==> config.mk <==
export PLATFORM = sky130hd
export DESIGN_NAME = fifo_fwft_reader
export DESIGN_NICKNAME = d
export VERILOG_FILES = /design/src/rtl/fifo_fwft_reader.sv
export SDC_FILE = /design/constraint.sdc
export NUM_CORES = 1
export LEC_CHECK = 0
export CORE_ASPECT_RATIO = 0.6
export CORE_MARGIN = 4
export CORE_UTILIZATION = 50
export CTS_CLUSTER_SIZE = 8
export DETAILED_ROUTE_END_ITERATION = 6
export GPL_TIMING_DRIVEN = 0
export PLACE_DENSITY = 0.84
export SETUP_SLACK_MARGIN = 0.5
export SYNTH_ARGS = -nofsm -noshare
export SYNTH_HDL_FRONTEND = slang
export SYNTH_SLANG_ARGS = --single-unit
export TNS_END_PERCENT = 5
==> constraint.sdc <==
create_clock -name i_clk -period 3.6 [get_ports i_clk]
set_clock_uncertainty 0.15 [all_clocks]
set_input_delay 0.72 -clock i_clk [delete_from_list [all_inputs] [get_ports i_clk]]
set_output_delay 0.72 -clock i_clk [all_outputs]
set_load 0.005 [all_outputs]
==> src/rtl/fifo_fwft_reader.sv <==
// Read-side FWFT adapter for the dual-clock FIFO: credit-limited read requests, in-flight tracking, small output buffer.
// Define FIFO_RD_DATA_REG_EN when the FIFO memory output is registered (read latency 2, buffer depth 3).
module fifo_fwft_reader #(
    parameter int WIDTH = 32
) (
    input  logic             i_clk,
    input  logic             i_rst,
    output logic             o_rd_en,
    input  logic             i_empty,
    input  logic [WIDTH-1:0] i_rd_data,
    output logic             o_valid,
    input  logic             i_ready,
    output logic [WIDTH-1:0] o_data,
    output logic [1:0]       o_level
);

`ifdef FIFO_RD_DATA_REG_EN
    localparam int RL        = 2;
    localparam int DEPTH_BUF = 3;
`else
    localparam int RL        = 1;
    localparam int DEPTH_BUF = 2;
`endif

    localparam logic [1:0] DEPTH_OCC = 2'(DEPTH_BUF);
    localparam logic [1:0] LAST_PTR  = 2'(DEPTH_BUF - 1);

    logic [WIDTH-1:0] mem [4];
    logic [1:0]       head;
    logic [1:0]       tail;
    logic [1:0]       count;
    logic [RL-1:0]    inflight;

    logic             push;
    logic             pop;
    logic             accept;
    logic [1:0]       occ;
    logic [1:0]       occ_next;
    logic [1:0]       count_next;
    logic [1:0]       head_next;
    logic [1:0]       tail_next;
    logic [1:0]       remaining;
    logic [WIDTH-1:0] head_data_next;

    function automatic logic [1:0] ptr_inc(input logic [1:0] p);
        return (p == LAST_PTR) ? 2'd0 : p + 2'd1;
    endfunction

    // Occupancy never exceeds 3, so 2-bit arithmetic is exact.
    always_comb begin
        pop  = o_valid & i_ready;
        push = inflight[RL-1];
        occ  = count;
        for (int i = 0; i < RL; i++) begin
            occ = occ + 2'(inflight[i]);
        end
        o_rd_en        = i_rst & ((occ < DEPTH_OCC) | ((occ == DEPTH_OCC) & pop));
        accept         = o_rd_en & ~i_empty;
        occ_next       = occ + 2'(accept) - 2'(pop);
        count_next     = count + 2'(push) - 2'(pop);
        head_next      = pop  ? ptr_inc(head) : head;
        tail_next      = push ? ptr_inc(tail) : tail;
        remaining      = count - 2'(pop);
        // With nothing left behind the popped word, the word landing now becomes head.
        head_data_next = (remaining == 2'd0) ? i_rd_data : mem[head_next];
    end

    always_ff @(posedge i_clk) begin
        if (push) begin
            mem[tail] <= i_rd_data;
        end
    end

    always_ff @(posedge i_clk or negedge i_rst) begin
        if (!i_rst) begin
            head     <= '0;
            tail     <= '0;
            count    <= '0;
            inflight <= '0;
            o_valid  <= 1'b0;
            o_data   <= '0;
            o_level  <= '0;
        end else begin
            inflight <= RL'({inflight, accept});
            head     <= head_next;
            tail     <= tail_next;
            count    <= count_next;
            o_valid  <= (count_next != 2'd0);
            if (count_next != 2'd0) begin
                o_data <= head_data_next;
            end
            o_level  <= occ_next;
        end
    end

    a_no_overflow: assert property (@(posedge i_clk) disable iff (!i_rst)
        !(push && (count == DEPTH_OCC)));
    a_no_underflow: assert property (@(posedge i_clk) disable iff (!i_rst)
        !(pop && (count == 2'd0)));
    a_level_bound: assert property (@(posedge i_clk) disable iff (!i_rst)
        (o_level <= DEPTH_OCC));

endmodule
==> impl_metrics.toml, run 1 <==
[synthesis]
yosys.area.top_type_share = 0.483
yosysWarningCount = 0
synth-edff-count = 128
yosys_most_used_dff = "edfxtp_1"
synth_area_leaders = "edfxtp_1 (48%), dfrtp_1 (13%), o211ai_2 (4.7%), mux2_2 (4.4%), mux2i_1 (4.0%)"
ys_types = 37
ys_ff_latch = 170
synth.avg_cell_area_um2 = 13.8
synth.most_common_cell = "edfxtp_1"
synth_nets = 618
netlist_instances = 579
yosys.area.top_type = "edfxtp_1"
syn_area_um2 = 7960
synth-async-reset-ratio = 0.247
seq_area_frac_synth = 0.615
synth_common_cells = "edfxtp_1 (128), dfrtp_1 (42), nand2_1 (35), nand3_1 (33), nor2_1 (33)"

[routing]
wl_um = 21500
drt.antenna.violating_nets = 0
vias = 5892
drc_errors = 0
wl_per_cell_um = 24.1
drtIter0Drc = 769
routed_via_density = 6.60
firstDrtPassIters = 5

[floorplan]
fp-row-count = 35
fp.coreArea_um2 = 15500
die_y_um = 106
dieArea_um2 = 18100
start_util = 0.515
io_pins = 72
die-width_um = 171

[timing]
tightest_slew_ns = 0.984
fin_crit_ns = 3.06
maxSlewViolCount = 0
finalCritPeriodShare = 0.851
rsz0062_at_grt = "no"
whs_ns = 0.123
fmax_mhz = 326
slew-limit-headroom = 0.344
finalSetupViolations = 0
final_hold_viol_count = 0

[grt]
grt_pass1_vias = 5903
grt_pass1_wl_um = 32900
grt.total_usage = 0.241
grt_overflow = 0
grt_max_degree = 35
antenna_found_initial = 0

[layout]
post-route-cell-area_um2 = 9630
antenna_cells = 0
syn2layout_area_growth_pct = 21.0
drive_gt1_frac = 0.216
final_nets = 716

[clock_tree]
clkLatencyLatePin_ns = 0.44
cts_made_buffers = 17
cts_sinks = 170
path_clk_slew_ns = 0.06
clock_path_buffers = 2
cts_tree = "built"
htreeDepth = 4
ctsRootBufferMaster = "clkbuf_16"

[setup_path]
worstPathArrival_ns = 2.19
cp.required_ns = 2.73
critPathMaxFanout = 10
cp-start-kind = "flop"
reg2regPathDepth = 11
crit_path_end_kind = "primary output"
crit_type = "flop to primary output"

[placement]
place_congestion = 0.839
dpl.hpwl_um = 13700
port_buffers = 70
dpl_cell_area_um2 = 9000

[pwr]
peakVddDrop_mv = 0.484
power_density_nw_per_um2 = 866
p_leak_nw = 3.55

[status]
outcome = "finished, final reports clean"

[flow_run]
maxCapViolations = 0

[min_path]
hold_path.class = "input port to async pin"
-- what timing repair did --
item / in CTS / in global routing
hold buffers: 2 / 0
resized for setup: 3 / 1
endpoints found under the hold margin: 3 / 0
buffers inserted: 0 / 3
setup endpoints to repair: 1 / 1
-- per-stage QoR --
| step | setup TNS [ns] | instances | total power (W) | setup WS, ns | utilization |
|---|---|---|---|---|---|
| final | 0 | 893 | 0.00835 | 0.535 | 0.623 |
| after floorplan | 0 | 579 | 0.00513 | 1.20 | - |
| after detailed placement | 0 | 856 | 0.00644 | 0.530 | 0.583 |
| after global placement | -0.941 | 852 | 0.00626 | -0.766 | 0.577 |
| after CTS | 0 | 890 | 0.00828 | 0.526 | 0.622 |
| after global routing | 0 | 893 | 0.00873 | 0.498 | 0.623 |
-- worst paths after layout --
check	from	to	slack, ns
min reg2reg	o_data[16]$_DFFE_PN0P_	o_data[16]$_DFFE_PN0P_	0.34
max in group asynchronous	i_rst	o_data[0]$_DFFE_PN0P_	2.49
max	o_valid$_DFF_PN0_	o_rd_en	0.54
min	i_rst	inflight$_DFF_PN0_	0.12
max reg2reg	o_valid$_DFF_PN0_	o_data[8]$_DFFE_PN0P_	1.12
min in group i_clk	o_data[16]$_DFFE_PN0P_	o_data[16]$_DFFE_PN0P_	0.34
-- where the power goes --
group	leakage [nW]	switching, W	internal [W]
registers	1.66	0.000194	0.00248
logic	1.62	0.00212	0.00173
clock network	0.264	0.000792	0.00103
total	3.55	0.00310	0.00524
-- placed cells by master, fill, tap and decap left out, types with 2 or more instances in the layout --
cell type        Yosys  final
inv_4                2      2
nand3_1             33     33
mux2_2              31     31
nand2_4              2      2
dlygate4sd3_1        0      2
edfxtp_1           128    128
buf_2               19     19
inv_6                0      2
nand2_1             35     35
and3_1              32     31
clkbuf_1            18     20
clkinv_4             0      3
clkinvlp_4           0      5
bufinv_16            0      2
o22ai_1             31     31
a2111oi_0           31     31
a221o_1             31     31
buf_12               0      2
buf_6               10     10
o211ai_2            30     30
mux2i_1             32     32
dfrtp_1             42     42
xor2_1               3      3
clkbuf_16            0     17
nor2_4               1      2
a21o_1               3      3
clkdlybuf4s50_1      0     69
buf_8                0      2
and2_1               3      2
nor2_1              33     32
inv_1                2      2
buf_4                8     12
ha_1                 3      3
o211ai_1             3      3
-- cell families after synthesis --
kind of cell             share of synthesized area
AND/OR/NAND/NOR                             0.0900
flip-flops                                   0.615
multiplexers                                0.0841
AO/OA/AOI/OAI                                0.156
adder cells (fa/ha/maj)                    0.00471
XOR/XNOR                                   0.00644
buffers and inverters                       0.0446
-- final cells by class --
cell class	count	area [µm²]
Clock buffer	19	433
Inverter	4	20.0
Sequential cell	170	4890
Clock inverter	13	145
Multi-Input combinational cell	350	2740
Buffer	55	338
Timing Repair Buffer	79	808
Tap cell	203	254
Fill cell	1114	5820
-- per-layer routing --
metal,wire (µm),up-vias,GRT usage,part of all wire
li1,-,2506,-,-
met1,8760,2907,0.336,0.41
met2,9780,423,0.371,0.45
met3,2540,56,0.0693,0.12
met4,429,0,0.0644,0.020
met5,0,-,0,0
-- critical path, stage by stage (launching register included) --
cell and delay [ns]:
dfrtp_1 0.37, buf_6 0.16, nand2_4 0.08, buf_6 0.15, buf_4 0.19, o21ai_2 0.16, and2_4 0.17, clkdlybuf4s50_1 0.49
-- registers in the layout (all words and copies together), names as in the netlist --
signal,cells
mem,128
count,2
tail,2
o_valid,1
o_data,32
o_level,2
head,2
inflight,1
Note: power is estimated with default switching activity, not from simulation.
==> run 2, diff against run 1 <==
MAX_ROUTING_LAYER = met4   (was default)
==> impl_metrics.toml, run 2 (synthesized netlist as in run 1, its figures left out) <==
[grt]
grt_max_degree = 35
antenna_found_initial = 0
grt_pass1_wl_um = 32900
grt_overflow = 0
grt.total_usage = 0.247
grt_pass1_vias = 5913

[pwr]
p_leak_nw = 3.55
peakVddDrop_mv = 0.493
power_density_nw_per_um2 = 867

[min_path]
hold_path.class = "input port to async pin"

[placement]
place_congestion = 0.852
port_buffers = 70
dpl.hpwl_um = 13700
place_inst = 856

[layout]
antenna_cells = 0
syn2layout_area_growth_pct = 21.0
num-fill-cells = 1116
top_register = "mem"
layout_commonest_cell = "edfxtp_1"
fin_cells = 893
layout_top_registers = "mem x128, o_data x32"
final_cell_mix = "edfxtp_1 (128), clkdlybuf4s50_1 (69), dfrtp_1 (42)"
final_nets = 716
largest_reg_flops = 128
drive_gt1_frac = 0.216

[clock_tree]
clock_path_buffers = 2
ctsRootBufferMaster = "clkbuf_16"
path_clk_slew_ns = 0.06
cts_sinks = 170
cts_made_buffers = 17
htreeDepth = 4
clkLatencyLatePin_ns = 0.43
cts_tree = "built"

[timing]
whs_ns = 0.127
fin_crit_ns = 3.06
finalCritPeriodShare = 0.850
fmax_mhz = 327
maxSlewViolCount = 0
slew-limit-headroom = 0.343
rsz0062_at_grt = "no"
final_hold_viol_count = 0
tightest_slew_ns = 0.986
finalSetupViolations = 0
fin_setup_tns_ns = 0

[routing]
firstDrtPassIters = 6
routed_via_density = 6.60
drt.antenna.violating_nets = 0
drc_errors = 0
wl_per_cell_um = 24.1
drtIter0Drc = 703
vias = 5891
wl_um = 21500

[setup_path]
critPathTopFamily = "buffers and inverters"
worstReg2RegStart = "o_valid$_DFF_PN0_"
crit_path_end_kind = "primary output"
worstPathArrival_ns = 2.19
crit_type = "flop to primary output"
crit_slowest_cell = "clkdlybuf4s50_1"
cp_common_cell = "buf_6"
crit_buf_inv = 4
cp.required_ns = 2.73
cp-start-kind = "flop"
cpPeakStageDelay_ns = 0.49
startpoint = "o_valid$_DFF_PN0_"
critPathMaxFanout = 10
path_cells = "buf_6, nand2_4, buf_6, buf_4, o21ai_2, and2_4, clkdlybuf4s50_1"

[floorplan]
dieArea_um2 = 18100
fp.coreArea_um2 = 15500
fp-row-count = 35
die-width_um = 171
io_pins = 72
die_y_um = 106
start_util = 0.515

[status]
outcome = "finished, final reports clean"

[flow_run]
maxCapViolations = 0
==> run 2: cell counts in the layout (fill, tap and decap cells not counted) <==
No cell type changed its count.
==> run 2: layout make-up <==
type | instances | area [µm²] | area share
Clock inverter | 13 | 145 | 0.0151
Sequential cell | 170 | 4890 | 0.508
Inverter | 4 | 20.0 | 0.00208
Timing Repair Buffer | 79 | 808 | 0.0839
Tap cell | 203 | 254 | 0.0264
Multi-Input combinational cell | 350 | 2740 | 0.285
Buffer | 55 | 338 | 0.0351
Clock buffer | 19 | 433 | 0.0449
==> run 2: what timing repair did <==
| item | CTS | global route |
|---|---|---|
| gates resized for setup | 3 | 1 |
| hold buffers | 2 | 0 |
| endpoints found under the setup margin | 1 | 1 |
| buffers inserted | 0 | 3 |
| pin swaps | 0 | 0 |
| endpoints found under the hold margin | 3 | 0 |
==> run 2: metrics by stage <==
stage / worst slack [ns] / util / instance area [µm²] / total power (W)
floorplan: 1.20 / - / 7970 / 0.00513
global placement: -0.766 / 0.577 / 8920 / 0.00626
detailed placement: 0.530 / 0.583 / 9000 / 0.00644
CTS: 0.526 / 0.622 / 9610 / 0.00828
global route: 0.500 / 0.623 / 9630 / 0.00873
finish: 0.539 / 0.623 / 9630 / 0.00835
==> run 2: final timing paths <==
| path | endpoint | slack [ns] | cells after the start |
|---|---|---|---|
| worst max-delay path | o_rd_en | 0.54 | 7 |
| worst min-delay path | inflight$_DFF_PN0_ | 0.13 | 2 |
| worst max register to register | o_data[8]$_DFFE_PN0P_ | 1.12 | 11 |
| worst min register to register | o_data[16]$_DFFE_PN0P_ | 0.34 | 2 |
| max in group asynchronous | o_data[0]$_DFFE_PN0P_ | 2.49 | 2 |
| min in group i_clk | o_data[16]$_DFFE_PN0P_ | 0.34 | 2 |
==> run 2: worst reg2reg max path, cell delays in order (launching register included) <==
cell	delay [ns]
dfrtp_1	0.37
buf_6	0.16
nand2_4	0.08
inv_4	0.11
buf_6	0.19
ha_1	0.18
xor3_2	0.31
nor2_4	0.24
inv_4	0.12
buf_2	0.22
nand3_1	0.14
o211ai_2	0.10
==> run 2: per-layer routing <==
metal	part of all wire	global-route usage
met1	0.42	0.337
met2	0.46	0.370
met3	0.11	0.0682
met4	0.017	0.0667
met5	0	-
==> run 2: report_power, final <==
group	switching (W)	total (W)	internal, W
clock network	0.000796	0.00182	0.00103
logic	0.00212	0.00386	0.00173
registers	0.000193	0.00268	0.00248
==> run 3, diff against run 2 <==
==> constraint.sdc (replaced) <==
create_clock -name i_clk -period 3.6 [get_ports i_clk]
set_clock_uncertainty 0.15 [all_clocks]
set_input_delay 0.9 -clock i_clk [delete_from_list [all_inputs] [get_ports i_clk]]
set_output_delay 0.9 -clock i_clk [all_outputs]
set_load 0.005 [all_outputs]
==> impl_metrics.toml, run 3 (synthesized netlist as in run 1, its figures left out) <==
[status]
outcome = "finished, final reports clean"

[grt]
grt_overflow = 0
grt_max_degree = 35
grt_pass1_vias = 5921
grt.total_usage = 0.247
grt_pass1_wl_um = 32800
antenna_found_initial = 0

[floorplan]
dieArea_um2 = 18100
start_util = 0.515
fp-row-count = 35
io_pins = 72
fp.coreArea_um2 = 15500
die_y_um = 106
die-width_um = 171

[placement]
dpl.hpwl_um = 13700
place_inst = 856
place_congestion = 0.852
port_buffers = 70

[setup_path]
critPathMaxFanout = 10
path_cells = "buf_8, nand2_4, buf_6, buf_6, o21ai_2, and2_4, dlygate4sd2_1"
cp_common_cell = "buf_6"
crit_buf_inv = 4
crit_type = "input port to primary output"
crit_slowest_cell = "dlygate4sd2_1"
crit_path_end_kind = "primary output"
critPathTopFamily = "buffers and inverters"
cp-start-kind = "input port"
cpPeakStageDelay_ns = 0.23
cp.required_ns = 2.55
worstPathArrival_ns = 1.95

[clock_tree]
cts_tree = "built"
post-cts-setup-buffers = 0
ctsRootBufferMaster = "clkbuf_16"
cts_made_buffers = 17
htreeDepth = 4
path_clk_slew_ns = 0.07
cts_sinks = 170
clkLatencyLatePin_ns = 0.43
clock_path_buffers = 2

[layout]
layout_top_registers = "mem x128, o_data x32"
drive_gt1_frac = 0.213
syn2layout_area_growth_pct = 20.5
top_register = "mem"
final_cell_mix = "edfxtp_1 (128), clkdlybuf4s50_1 (68), dfrtp_1 (42)"
layout_commonest_cell = "edfxtp_1"
antenna_cells = 0
fin_cells = 888
fin_util = 0.621
final_nets = 711
largest_reg_flops = 128

[routing]
vias = 5862
wl_per_cell_um = 24.1
routed_via_density = 6.60
drt.antenna.violating_nets = 0
drc_errors = 0
wl_um = 21400
firstDrtPassIters = 5
drtIter0Drc = 695

[timing]
final_hold_viol_count = 0
maxSlewViolCount = 0
fmax_mhz = 333
finalCritPeriodShare = 0.835
rsz0062_at_grt = "no"
fin_crit_ns = 3.00
finalSetupViolations = 0
tightest_slew_ns = 0.991
slew-limit-headroom = 0.339

[pwr]
power_density_nw_per_um2 = 868
peakVddDrop_mv = 0.490
p_leak_nw = 3.53

[flow_run]
maxCapViolations = 0

[min_path]
hold_path.class = "input port to async pin"
## run 3: cell count changes in the layout (fill, tap and decap cells not counted), sizes merged
cell | previous run | this run
clkdlybuf4s50 | 69 | 68
dlygate4sd2 | 0 | 1
buf | 45 | 42
dlygate4sd3 | 2 | 0
## run 3: layer usage
layer	global-route usage	up-vias	share of wire
li1	-	2506	-
met1	0.336	2903	0.42
met2	0.366	394	0.46
met3	0.0686	59	0.10
met4	0.0712	0	0.019
met5	-	-	0
## run 3: layout make-up
cell class	instances	area [µm²]
Tap cell	203	254
Clock buffer	19	433
Fill cell	1113	5860
Sequential cell	170	4890
Multi-Input combinational cell	350	2740
Inverter	4	20.0
Timing Repair Buffer	74	764
Clock inverter	13	145
Buffer	55	345
## run 3: worst paths after layout
kind / startpoint / end / slack [ns] / depth (start not counted)
worst max-delay path: i_ready / o_rd_en / 0.60 / 7
worst min-delay path: i_rst / o_data[4]$_DFFE_PN0P_ / 0.18 / 1
worst max register to register: o_valid$_DFF_PN0_ / o_data[8]$_DFFE_PN0P_ / 1.10 / 11
worst min register to register: o_data[16]$_DFFE_PN0P_ / o_data[16]$_DFFE_PN0P_ / 0.34 / 2
max in group asynchronous: i_rst / o_data[18]$_DFFE_PN0P_ / 2.62 / 2
min in group i_clk: o_data[16]$_DFFE_PN0P_ / o_data[16]$_DFFE_PN0P_ / 0.34 / 2
## run 3: repair_timing
| action | 4_1_cts | 5_1_grt |
|---|---|---|
| resized for setup | 7 | 0 |
| endpoints found under the setup margin | 1 | 0 |
| hold buffers | 0 | 0 |
## run 3: power breakdown
group          switching (W)  internal, W
clock               0.000790      0.00103
combinational        0.00212      0.00172
sequential          0.000194      0.00248
total                0.00310      0.00522
## run 3: metrics by stage
stage	instance area, µm²	setup TNS (ns)	power, W	setup WS, ns	hold WS, ns
floorplan	7970	0	0.00513	0.937	0.333
global placement	8920	-1.66	0.00626	-1.13	0.320
detailed placement	9000	0	0.00644	0.170	0.325
CTS	9600	0	0.00828	0.615	0.176
global route	9600	0	0.00871	0.567	0.187
finish	9600	0	0.00833	0.595	0.177
